--- config.mk ---
export PLATFORM = sky130hd
export DESIGN_NAME = multdiv_unit
export DESIGN_NICKNAME = d
export VERILOG_FILES = /design/src/rtl/multdiv_unit.sv
export SDC_FILE = /design/constraint.sdc
export NUM_CORES = 1
export LEC_CHECK = 0
export BUFFER_PORTS_ARGS = -buffer_cell sky130_fd_sc_hd__buf_2
export CORE_MARGIN = 2
export CORE_UTILIZATION = 51
export CTS_BUF_LIST = sky130_fd_sc_hd__clkbuf_16
export CTS_CLUSTER_SIZE = 24
export DETAILED_ROUTE_END_ITERATION = 10
export HOLD_SLACK_MARGIN = 0.06
export MAX_ROUTING_LAYER = met4
export PLACE_DENSITY = 0.77
export SYNTH_ARGS = -nofsm -noshare
export SYNTH_HDL_FRONTEND = slang
export SYNTH_SLANG_ARGS = --single-unit
--- constraint.sdc ---
create_clock -name clk -period 5.9 [get_ports clk]
set_clock_uncertainty 0.2 [all_clocks]
set_input_delay 1.18 -clock clk [delete_from_list [all_inputs] [get_ports clk]]
set_output_delay 1.18 -clock clk [all_outputs]
set_load 0.02 [all_outputs]
--- src/rtl/multdiv_unit.sv ---
// Iterative MIPS MULT/MULTU/DIV/DIVU unit producing HI/LO over WIDTH+1 cycles.
// Optional build macro MULTDIV_FAST_ZERO_EN: zero operands bypass the iteration.
module multdiv_unit #(
    parameter int unsigned WIDTH = 32
) (
    input  logic             clk,
    input  logic             reset,
    input  logic             start,
    input  logic [1:0]       op,
    input  logic [WIDTH-1:0] a,
    input  logic [WIDTH-1:0] b,
    output logic             busy,
    output logic             done,
    output logic [WIDTH-1:0] hi,
    output logic [WIDTH-1:0] lo,
    output logic             div_by_zero
);

    localparam int unsigned CW = $clog2(WIDTH);
    localparam logic [CW-1:0] LAST = CW'(WIDTH - 1);

    typedef enum logic [1:0] {IDLE, CALC, SIGN} state_t;

    state_t           state_q, state_d;
    logic [CW-1:0]    cnt_q, cnt_d;
    logic [1:0]       op_q, op_d;
    logic [WIDTH-1:0] mcand_q, mcand_d;
    logic [WIDTH-1:0] rem_q, rem_d;
    logic [WIDTH-1:0] quo_q, quo_d;
    logic [WIDTH-1:0] orig_a_q, orig_a_d;
    logic             neg_res_q, neg_res_d;
    logic             neg_rem_q, neg_rem_d;
    logic             dbz_q, dbz_d;
    logic             done_q, done_d;
    logic [WIDTH-1:0] hi_q, hi_d;
    logic [WIDTH-1:0] lo_q, lo_d;

    logic             a_neg, b_neg, skip;
    logic [WIDTH-1:0] a_abs, b_abs;
    logic [WIDTH:0]   mul_sum;
    logic [WIDTH:0]   div_shift;
    logic             div_ge;
    logic [WIDTH-1:0] div_diff;
    logic [2*WIDTH-1:0] prod, prod_neg;

`ifdef MULTDIV_FAST_ZERO_EN
    assign skip = op[1] ? (b == '0) : ((a == '0) || (b == '0));
`else
    assign skip = 1'b0;
`endif

    assign a_neg = ~op[0] & a[WIDTH-1];
    assign b_neg = ~op[0] & b[WIDTH-1];
    assign a_abs = a_neg ? ('0 - a) : a;
    assign b_abs = b_neg ? ('0 - b) : b;

    // Multiply: {rem,quo} is the product register, multiplier consumed from quo LSB.
    assign mul_sum = {1'b0, rem_q} + (quo_q[0] ? {1'b0, mcand_q} : '0);

    // Divide: quo holds the dividend shifting out MSB-first while quotient bits shift in.
    assign div_shift = {rem_q, quo_q[WIDTH-1]};
    assign div_ge    = div_shift >= {1'b0, mcand_q};
    assign div_diff  = div_shift[WIDTH-1:0] - mcand_q;

    assign prod     = {rem_q, quo_q};
    assign prod_neg = '0 - prod;

    always_comb begin
        state_d   = state_q;
        cnt_d     = cnt_q;
        op_d      = op_q;
        mcand_d   = mcand_q;
        rem_d     = rem_q;
        quo_d     = quo_q;
        orig_a_d  = orig_a_q;
        neg_res_d = neg_res_q;
        neg_rem_d = neg_rem_q;
        dbz_d     = dbz_q;
        done_d    = 1'b0;
        hi_d      = hi_q;
        lo_d      = lo_q;

        case (state_q)
            IDLE: begin
                if (start) begin
                    op_d      = op;
                    mcand_d   = b_abs;
                    quo_d     = skip ? '0 : a_abs;
                    rem_d     = '0;
                    orig_a_d  = a;
                    neg_res_d = a_neg ^ b_neg;
                    neg_rem_d = a_neg;
                    dbz_d     = 1'b0;
                    cnt_d     = '0;
                    state_d   = skip ? SIGN : CALC;
                end
            end
            CALC: begin
                if (op_q[1]) begin
                    rem_d = div_ge ? div_diff : div_shift[WIDTH-1:0];
                    quo_d = {quo_q[WIDTH-2:0], div_ge};
                end else begin
                    rem_d = mul_sum[WIDTH:1];
                    quo_d = {mul_sum[0], quo_q[WIDTH-1:1]};
                end
                if (cnt_q == LAST) begin
                    cnt_d   = '0;
                    state_d = SIGN;
                end else begin
                    cnt_d = cnt_q + 1'b1;
                end
            end
            SIGN: begin
                state_d = IDLE;
                done_d  = 1'b1;
                if (op_q[1]) begin
                    if (mcand_q == '0) begin
                        lo_d  = '1;
                        hi_d  = orig_a_q;
                        dbz_d = 1'b1;
                    end else begin
                        lo_d = neg_res_q ? ('0 - quo_q) : quo_q;
                        hi_d = neg_rem_q ? ('0 - rem_q) : rem_q;
                    end
                end else begin
                    {hi_d, lo_d} = neg_res_q ? prod_neg : prod;
                end
            end
            default: state_d = IDLE;
        endcase
    end

    always_ff @(posedge clk) begin
        if (reset) begin
            state_q   <= IDLE;
            cnt_q     <= '0;
            op_q      <= '0;
            mcand_q   <= '0;
            rem_q     <= '0;
            quo_q     <= '0;
            orig_a_q  <= '0;
            neg_res_q <= 1'b0;
            neg_rem_q <= 1'b0;
            dbz_q     <= 1'b0;
            done_q    <= 1'b0;
            hi_q      <= '0;
            lo_q      <= '0;
        end else begin
            state_q   <= state_d;
            cnt_q     <= cnt_d;
            op_q      <= op_d;
            mcand_q   <= mcand_d;
            rem_q     <= rem_d;
            quo_q     <= quo_d;
            orig_a_q  <= orig_a_d;
            neg_res_q <= neg_res_d;
            neg_rem_q <= neg_rem_d;
            dbz_q     <= dbz_d;
            done_q    <= done_d;
            hi_q      <= hi_d;
            lo_q      <= lo_d;
        end
    end

    assign busy        = (state_q != IDLE);
    assign done        = done_q;
    assign hi          = hi_q;
    assign lo          = lo_q;
    assign div_by_zero = dbz_q;

endmodule

Word level (Yosys, flattened, before mapping)
Cells that the tools add are included.

Output and inout bits: 67. Register bits: 205. Bits of input ports: 69. Word-level logic and storage cells: 70.

Add/subtract/negate cells: 8. Order comparisons: 1. Muxes and demuxes: 28. Reductions and logical operators: 9. Eq/ne operators: 7. Bitwise gates (word level): 4.

Operator list (number): 32-bit 2-to-1 mux (14); 32-bit case mux with 2 select lines (2); 1-bit by 32-bit subtractor with 32-bit output (first input constant) (4); 64-bit 2-to-1 mux (1); 1-bit by 64-bit subtractor with 64-bit output (first input constant) (1); 32-bit by 32-bit adder with 33-bit output (1); 33-bit by 32-bit greater-or-equal comparator with 1-bit output (1); 32-bit logical NOT (1); 32-bit subtractor (1); 5-bit 2-to-1 mux (2); 5-bit case mux with 2 select lines (1); 2-bit inequality test (second input constant) (4); 2-bit AND reduction (3); 2-bit nonzero test (3); 5-bit by 1-bit adder with 5-bit output (second input constant) (1); 5-bit equality test (second input constant) (1); 1-bit 2-to-1 mux (4); 2-bit 2-to-1 mux (2); 2-bit case mux with 2 select lines (1); 4-bit AND reduction (1); 1-bit bitwise AND (2); 2-bit by 1-bit equality test with 1-bit output (second input constant) (1); 2-bit equality test (second input constant) (1); 2-bit logical NOT (1); other kinds (3) (3).

Depth between registers and ports, before layout
Gate-level depths: netlist (run 1).

Depth in word-level cells: 5. Gate-level depth with buffers: 15. Gate-level depth less buffers: 13.

Least setup slack after synthesis (run 1)
OpenSTA, ideal clock, no wires.

Kind: input to register. Start point: input a[0]. End point: register quo_q[29]. Arrival time: 3421 ps. Library setup time: 114 ps. Slack: 2164 ps. Path buffers: 0. Cell stages on the path: 9. Path through: or4_1 -> nor4_2 -> nand3b_1 -> nor4_2 -> nand3_1 -> o31ai_1 -> xnor2_1 -> nor2_1 -> a2111oi_0.

Word-level cells in the longest chain between the ends: 4.

Ends and longest elaborated chain: start: declaration (line 10) `input logic [WIDTH-1:0] a,`; 1-bit by 32-bit subtractor with 32-bit output (line 54) `assign a_abs = a_neg ? ('0 - a) : a;`; 32-bit 2-to-1 mux (line 54); 32-bit 2-to-1 mux (line 85) `if (start) begin`; 32-bit case mux with 2 select lines (line 83) `case (state_q)`; end signal: assignment (line 154) `quo_q <= quo_d;`; end: declaration (line 29) `logic [WIDTH-1:0] quo_q, quo_d;`.

No other way between the ends. The select of a mux whose other input is x is not followed. A chain may end at the register's enable or synchronous reset.

Final worst setup path (run 1)
Start point: register quo_q[0]. End point: register rem_q[30].

Word-level cells in the longest chain between the ends: 4.

Ends and longest elaborated chain: 32-bit 2-to-1 mux (line 58) `assign mul_sum = {1'b0, rem_q} + (quo_q[0] ? {1'b0, mcand_q} : '0);`; 32-bit by 32-bit adder with 33-bit output (line 58); 32-bit 2-to-1 mux (line 99) `if (op_q[1]) begin`; 32-bit case mux with 2 select lines (line 83); end signal: assignment (line 153) `rem_q <= rem_d;`; end: declaration (line 28) `logic [WIDTH-1:0] rem_q, rem_d;`.

No other way between the ends.

==> results of run 1 <==
## layout make-up
cell class	count	area, um^2	share of cell area [%]
multi-input combinational	1608	10300	61.5
clock buffer	24	601	3.57
clock inverter	20	228	1.35
timing repair buffer	152	806	4.79
sequential	204	4090	24.3
tap	390	488	2.90
inverter	69	259	1.54
antenna	1	2.50	0.0149
## logic make-up after synthesis
| family | share of synthesized area, % |
|---|---|
| AO/OA/AOI/OAI | 28.1 |
| AND/OR/NAND/NOR | 18.8 |
| buffers and inverters | 5.73 |
| flip-flops | 26.7 |
| XOR/XNOR | 10.9 |
| adder cells (fa/ha/maj) | 5.99 |
| multiplexers | 3.62 |
## through the flow
stage	setup slack, ns	area, um^2	power (W)	cells	utilization, %
floorplan	2.16	15300	0.00220	2035	-
global placement	1.62	16000	0.00242	2423	54.1
detailed placement	1.43	16000	0.00244	2423	54.1
CTS	1.82	16800	0.00400	2467	56.9
global route	1.55	16800	0.00418	2468	56.9
finish	1.80	16800	0.00401	2468	56.9
## registers in the layout, summed over array words and instances, names as in the netlist, 2 cells and up
| signal | cells |
|---|---|
| hi | 32 |
| lo | 32 |
| mcand_q | 32 |
| orig_a_q | 32 |
| quo_q | 32 |
| rem_q | 32 |
| cnt_q | 5 |
| state_q | 2 |
## synthesized netlist by cell type, types with 17 or more instances
cell type and count:
a21oi_1 206, dfxtp_1 204, nand2_1 198, o21ai_0 186, nor2_1 175, clkbuf_1 128, xor2_1 109, a211oi_1 84
xnor2_1 82, ha_1 70, inv_1 68, mux2i_1 53, nand3_1 37, o31ai_1 35, nor3_1 32, or3_1 30
a21o_1 21, a31oi_1 20, nor4_1 18, nand4_1 17
## worst max path at each step
stage / from / to / slack [ns] / cells past startpoint
floorplan: a[0] / quo_q[29] / 2.16 / 9
global placement: a[1] / quo_q[29] / 1.62 / 10
detailed placement: a[1] / quo_q[29] / 1.43 / 10
CTS: quo_q[0] / rem_q[30] / 1.82 / 13
global route: quo_q[0] / rem_q[30] / 1.55 / 13
finish: quo_q[0] / rem_q[30] / 1.80 / 13
## critical path, stage by stage, from the launching register on
cell,delay (ns)
dfxtp_1,0.36
inv_1,0.10
buf_4,0.35
nor2_1,0.10
ha_1,0.36
a2111oi_0,0.56
o21ai_0,0.18
o211a_1,0.22
and2_1,0.20
nor2_1,0.14
o21ai_0,0.23
a311oi_1,0.42
xor2_1,0.13
a2111oi_0,0.39
## power by group through the flow
stage | clock network [W] | registers (W) | logic [W]
2_1_floorplan | 0 | 0.00151 | 0.000682
3_3_place_gp | 0 | 0.00157 | 0.000853
3_5_place_dp | 0 | 0.00157 | 0.000867
4_1_cts | 0.00158 | 0.00155 | 0.000875
5_1_grt | 0.00164 | 0.00156 | 0.000979
6_report | 0.00157 | 0.00155 | 0.000890
## per-layer routing
metal,vias up,part of all wire (%),wire [um],global-route usage [%]
met5,-,0,0,-
met4,0,2.4,1170,8.02
met3,91,8.5,4100,4.68
met2,675,45,21500,47.1
met1,7404,45,21500,42.8
li1,7431,-,-,-
==> results.yml, run 1 <==
drt:
  wirelength_um: 48200
  vias: 15600
  avgViaCountPerCell: 6.32
  antenna_left: 0
  drc: 0
  drt-wirelength-per-cell_um: 19.5
  drt_iter0_markers: 1867
  drt-pass1-iter-count: 6
sta:
  finalCriticalPeriod_ns: 4.10
  fmax_ghz: 0.244
  drv_slew: 0
  setup_viol: 0
  whs_ns: 0.253
  worst_slew_pin_slew_ns: 0.962
  max_slew_margin_pct: 35.3
  period_share_pct: 69.6
  hold_viol_final: 0
  tns_ns: 0
  rsz0062_at_grt: "false"
cts:
  cts_buffers: 24
  cts_buffer_depth: 3
  post_cts_resized: 0
  cts.sinks: 204
  cts_tree: "built"
  cts-htree-levels: 1
  post_cts_buffers: 0
  clk_pin_slew_ns: 0.06
  clockRootBuffer: "clkbuf_16"
  insertion_delay_ns: 0.55
  holdBufCountCts: 0
placement:
  place_congestion: 0.998
  io_buffers: 135
  dp_hpwl_um: 34900
yosys:
  synth.distinct_cells: 80
  synth_seq_area_share_pct: 26.7
  async_reset_ff_share_pct: 0
  synth.top_cell.area_share_pct: 26.7
  ys_seq_elements: 204
  synthCells: 2035
  synth.net_count: 2176
  yosys_warnings: 0
  avgSynthCellArea_um2: 7.51
  synth.area.top_cells: "dfxtp_1 (27%), a21oi_1 (6.7%), xor2_1 (6.2%)"
  yosys.area.top_type: "dfxtp_1"
  ys.flop_type: "dfxtp_1"
  synth-edff-count: 0
  synthesis.area_um2: 15300
setup_path:
  arrival_ns: 4.32
  reg2regPathDepth: 13
  start_kind: "flip-flop"
  worst_setup_path_end_kind: "flip-flop"
  worstReg2RegStart: "quo_q[0]"
  critPathMaxFanout: 31
  rrSetupSlack_ns: 1.80
  worst_r2r_endpoint: "rem_q[30]"
  required_ns: 6.11
  critPathKind: "flip-flop to flip-flop"
power_and_ir_drop:
  power_frac_comb_pct: 22.2
  peakVddDrop_mv: 0.223
  switching_share_pct: 32.6
  clockPowerShare_pct: 39.1
  internal-power_w: 0.00270
  p_per_area_nw_per_um2: 238
  power_frac_seq_pct: 38.7
  p_switching_w: 0.00131
  leakage_nw: 6.71
grt:
  overflow: 0
  first_global_vias: 14200
  grt_max_degree: 84
  antenna_found_initial: 1
  grtUsageTotal_pct: 31.0
  grt_pass1_wl_um: 76500
floorplanning:
  row_count: 63
  die_w_um: 177
  initial_utilization_pct: 51.7
  core_area_um2: 29600
  dieArea_um2: 31400
  die_h_um: 177
  io_pins: 136
hold_path:
  hold_class: "flip-flop to flip-flop"
  hold_end: "hi[0]"
  worstHoldPathCells: 2
  hold_start: "hi[0]"
finish:
  layout_common_cells: "a21oi_1 (205), dfxtp_1 (202), nand2_1 (197), o21ai_0 (186), nor2_1 (175)"
  nFillCells: 2772
  area_growth_pct: 10.1
  nNetsFinal: 2200
  drive_above_1_share_pct: 11.0
  final_common_cell: "a21oi_1"
job:
  drv_cap: 0
run_status:
  outcome: "complete, no violations"
No activity file was read; power rests on OpenSTA's default activity.
==> run 2: changes to the inputs <==
- clock period: 5.9 -> 3.95 ns (I/O delays scaled with it)
==> results.yml, run 2 (same netlist as run 1, synthesis figures left out) <==
hold_path:
  hold_class: "flip-flop to flip-flop"
  hold_end: "orig_a_q[3]"
  hold_start: "orig_a_q[3]"
  worstHoldPathCells: 2
cts:
  cts-htree-levels: 1
  cts_buffer_depth: 3
  cts.sinks: 204
  clk_pin_slew_ns: 0.06
  cts_tree: "built"
  post_cts_resized: 0
  insertion_delay_ns: 0.53
  holdBufCountCts: 0
  clockRootBuffer: "clkbuf_16"
  post_cts_buffers: 0
  cts_buffers: 24
grt:
  grt_pass1_wl_um: 76000
  grt_max_degree: 95
  first_global_vias: 14000
  overflow: 0
  grtUsageTotal_pct: 30.9
  antenna_found_initial: 0
setup_path:
  worstReg2RegStart: "quo_q[0]"
  critPathMaxFanout: 11
  critPathKind: "flip-flop to flip-flop"
  reg2regPathDepth: 9
  worst_r2r_endpoint: "hi[17]"
  rrSetupSlack_ns: 0.16
  required_ns: 4.21
  start_kind: "flip-flop"
  worst_setup_path_end_kind: "flip-flop"
  arrival_ns: 4.05
floorplanning:
  die_h_um: 177
  row_count: 63
  core_area_um2: 29600
  io_pins: 136
  initial_utilization_pct: 51.7
  die_w_um: 177
  dieArea_um2: 31400
power_and_ir_drop:
  clockPowerShare_pct: 38.9
  p_per_area_nw_per_um2: 354
  power_frac_seq_pct: 38.1
  p_switching_w: 0.00195
  leakage_nw: 6.88
  peakVddDrop_mv: 0.286
  power_frac_comb_pct: 23.0
  switching_share_pct: 32.3
  internal-power_w: 0.00409
sta:
  post-route-worst-setup-slack_ns: 0.155
  max_slew_margin_pct: 34.7
  period_share_pct: 96.1
  worst_slew_pin_slew_ns: 0.979
  rsz0062_at_grt: "false"
  setup_viol: 0
  drv_slew: 0
  finalCriticalPeriod_ns: 3.79
  tns_ns: 0
  fmax_ghz: 0.264
  hold_viol_final: 0
finish:
  layout_common_cells: "a21oi_1 (205), dfxtp_1 (202), nand2_1 (197), o21ai_0 (186), nor2_1 (175)"
  nNetsFinal: 2232
  final_common_cell: "a21oi_1"
  seqCellArea_um2: 4090
  multi_input_area_um2: 10300
  finalNonFillerCells: 2499
  drive_above_1_share_pct: 12.2
  area_growth_pct: 11.8
  antenna_cells: 0
  final_util_pct: 57.8
  nFillCells: 2771
job:
  drv_cap: 0
placement:
  dp.cells: 2455
  dp_slack_ns: 0.193
  place_congestion: 1.02
  io_buffers: 135
  dp_hpwl_um: 36600
drt:
  antenna_left: 0
  drt-wirelength-per-cell_um: 19.7
  drc: 0
  vias: 15700
  drt_iter0_markers: 1895
  avgViaCountPerCell: 6.29
  wirelength_um: 49200
  drt-pass1-iter-count: 9
run_status:
  outcome: "complete, no violations"
[run 2: cell types whose count changed in the layout (fill, tap and decap cells not counted), sizes merged]
cell and delta:
diode -1, clkinv -2, buf +32, clkbuf +1, clkinvlp +1
[run 2: per-layer routing]
| metal | part of all wire (%) | up-vias | global-route usage [%] |
|---|---|---|---|
| li1 | - | 7482 | - |
| met1 | 46 | 7409 | 43.4 |
| met2 | 44 | 728 | 48.2 |
| met3 | 7.7 | 90 | 2.96 |
| met4 | 2.3 | 0 | 6.82 |
| met5 | 0 | - | - |
[run 2: area by class of cell]
class	instances	share of cell area, %
Clock buffer	25	3.66
Timing Repair Buffer	184	6.27
Tap cell	390	2.86
Inverter	69	1.52
Clock inverter	19	1.21
Multi-Input combinational cell	1608	60.6
Sequential cell	204	23.9
[run 2: worst max path at each step]
stage,start,to,slack (ns)
5_1_grt,quo_q[0],rem_q[30],0.0004
3_3_place_gp,a[1],quo_q[29],0.40
3_5_place_dp,a[1],quo_q[30],0.19
2_1_floorplan,quo_q[0],hi[24],0.51
4_1_cts,quo_q[0],hi[17],0.22
6_report,quo_q[0],hi[17],0.16
[run 2: critical path, cell delays in order (launching register included)]
cell	delay (ns)
dfxtp_1	0.36
or4_1	0.60
nor4_2	0.50
nand4_2	0.25
or3_1	0.60
o41ai_2	0.32
xnor2_1	0.17
nor2_1	0.05
a2111oi_0	0.50
a31o_1	0.16
[run 2: stage by stage]
step                      hold WS [ns]  cell area [um^2]  total power (W)
after global routing             0.278             17100          0.00627
final                            0.254             17100          0.00604
after floorplan                  0.233             15300          0.00328
after detailed placement         0.248             16300          0.00369
after global placement           0.240             16300          0.00366
after CTS                        0.257             17100          0.00602
[run 2: power groups by stage]
stage               clock [W]  combinational [W]  sequential (W)
finish                0.00235            0.00139         0.00230
global route          0.00245            0.00151         0.00231
CTS                   0.00237            0.00136         0.00229
detailed placement          0            0.00135         0.00234
global placement            0            0.00133         0.00233
floorplan                   0            0.00102         0.00226
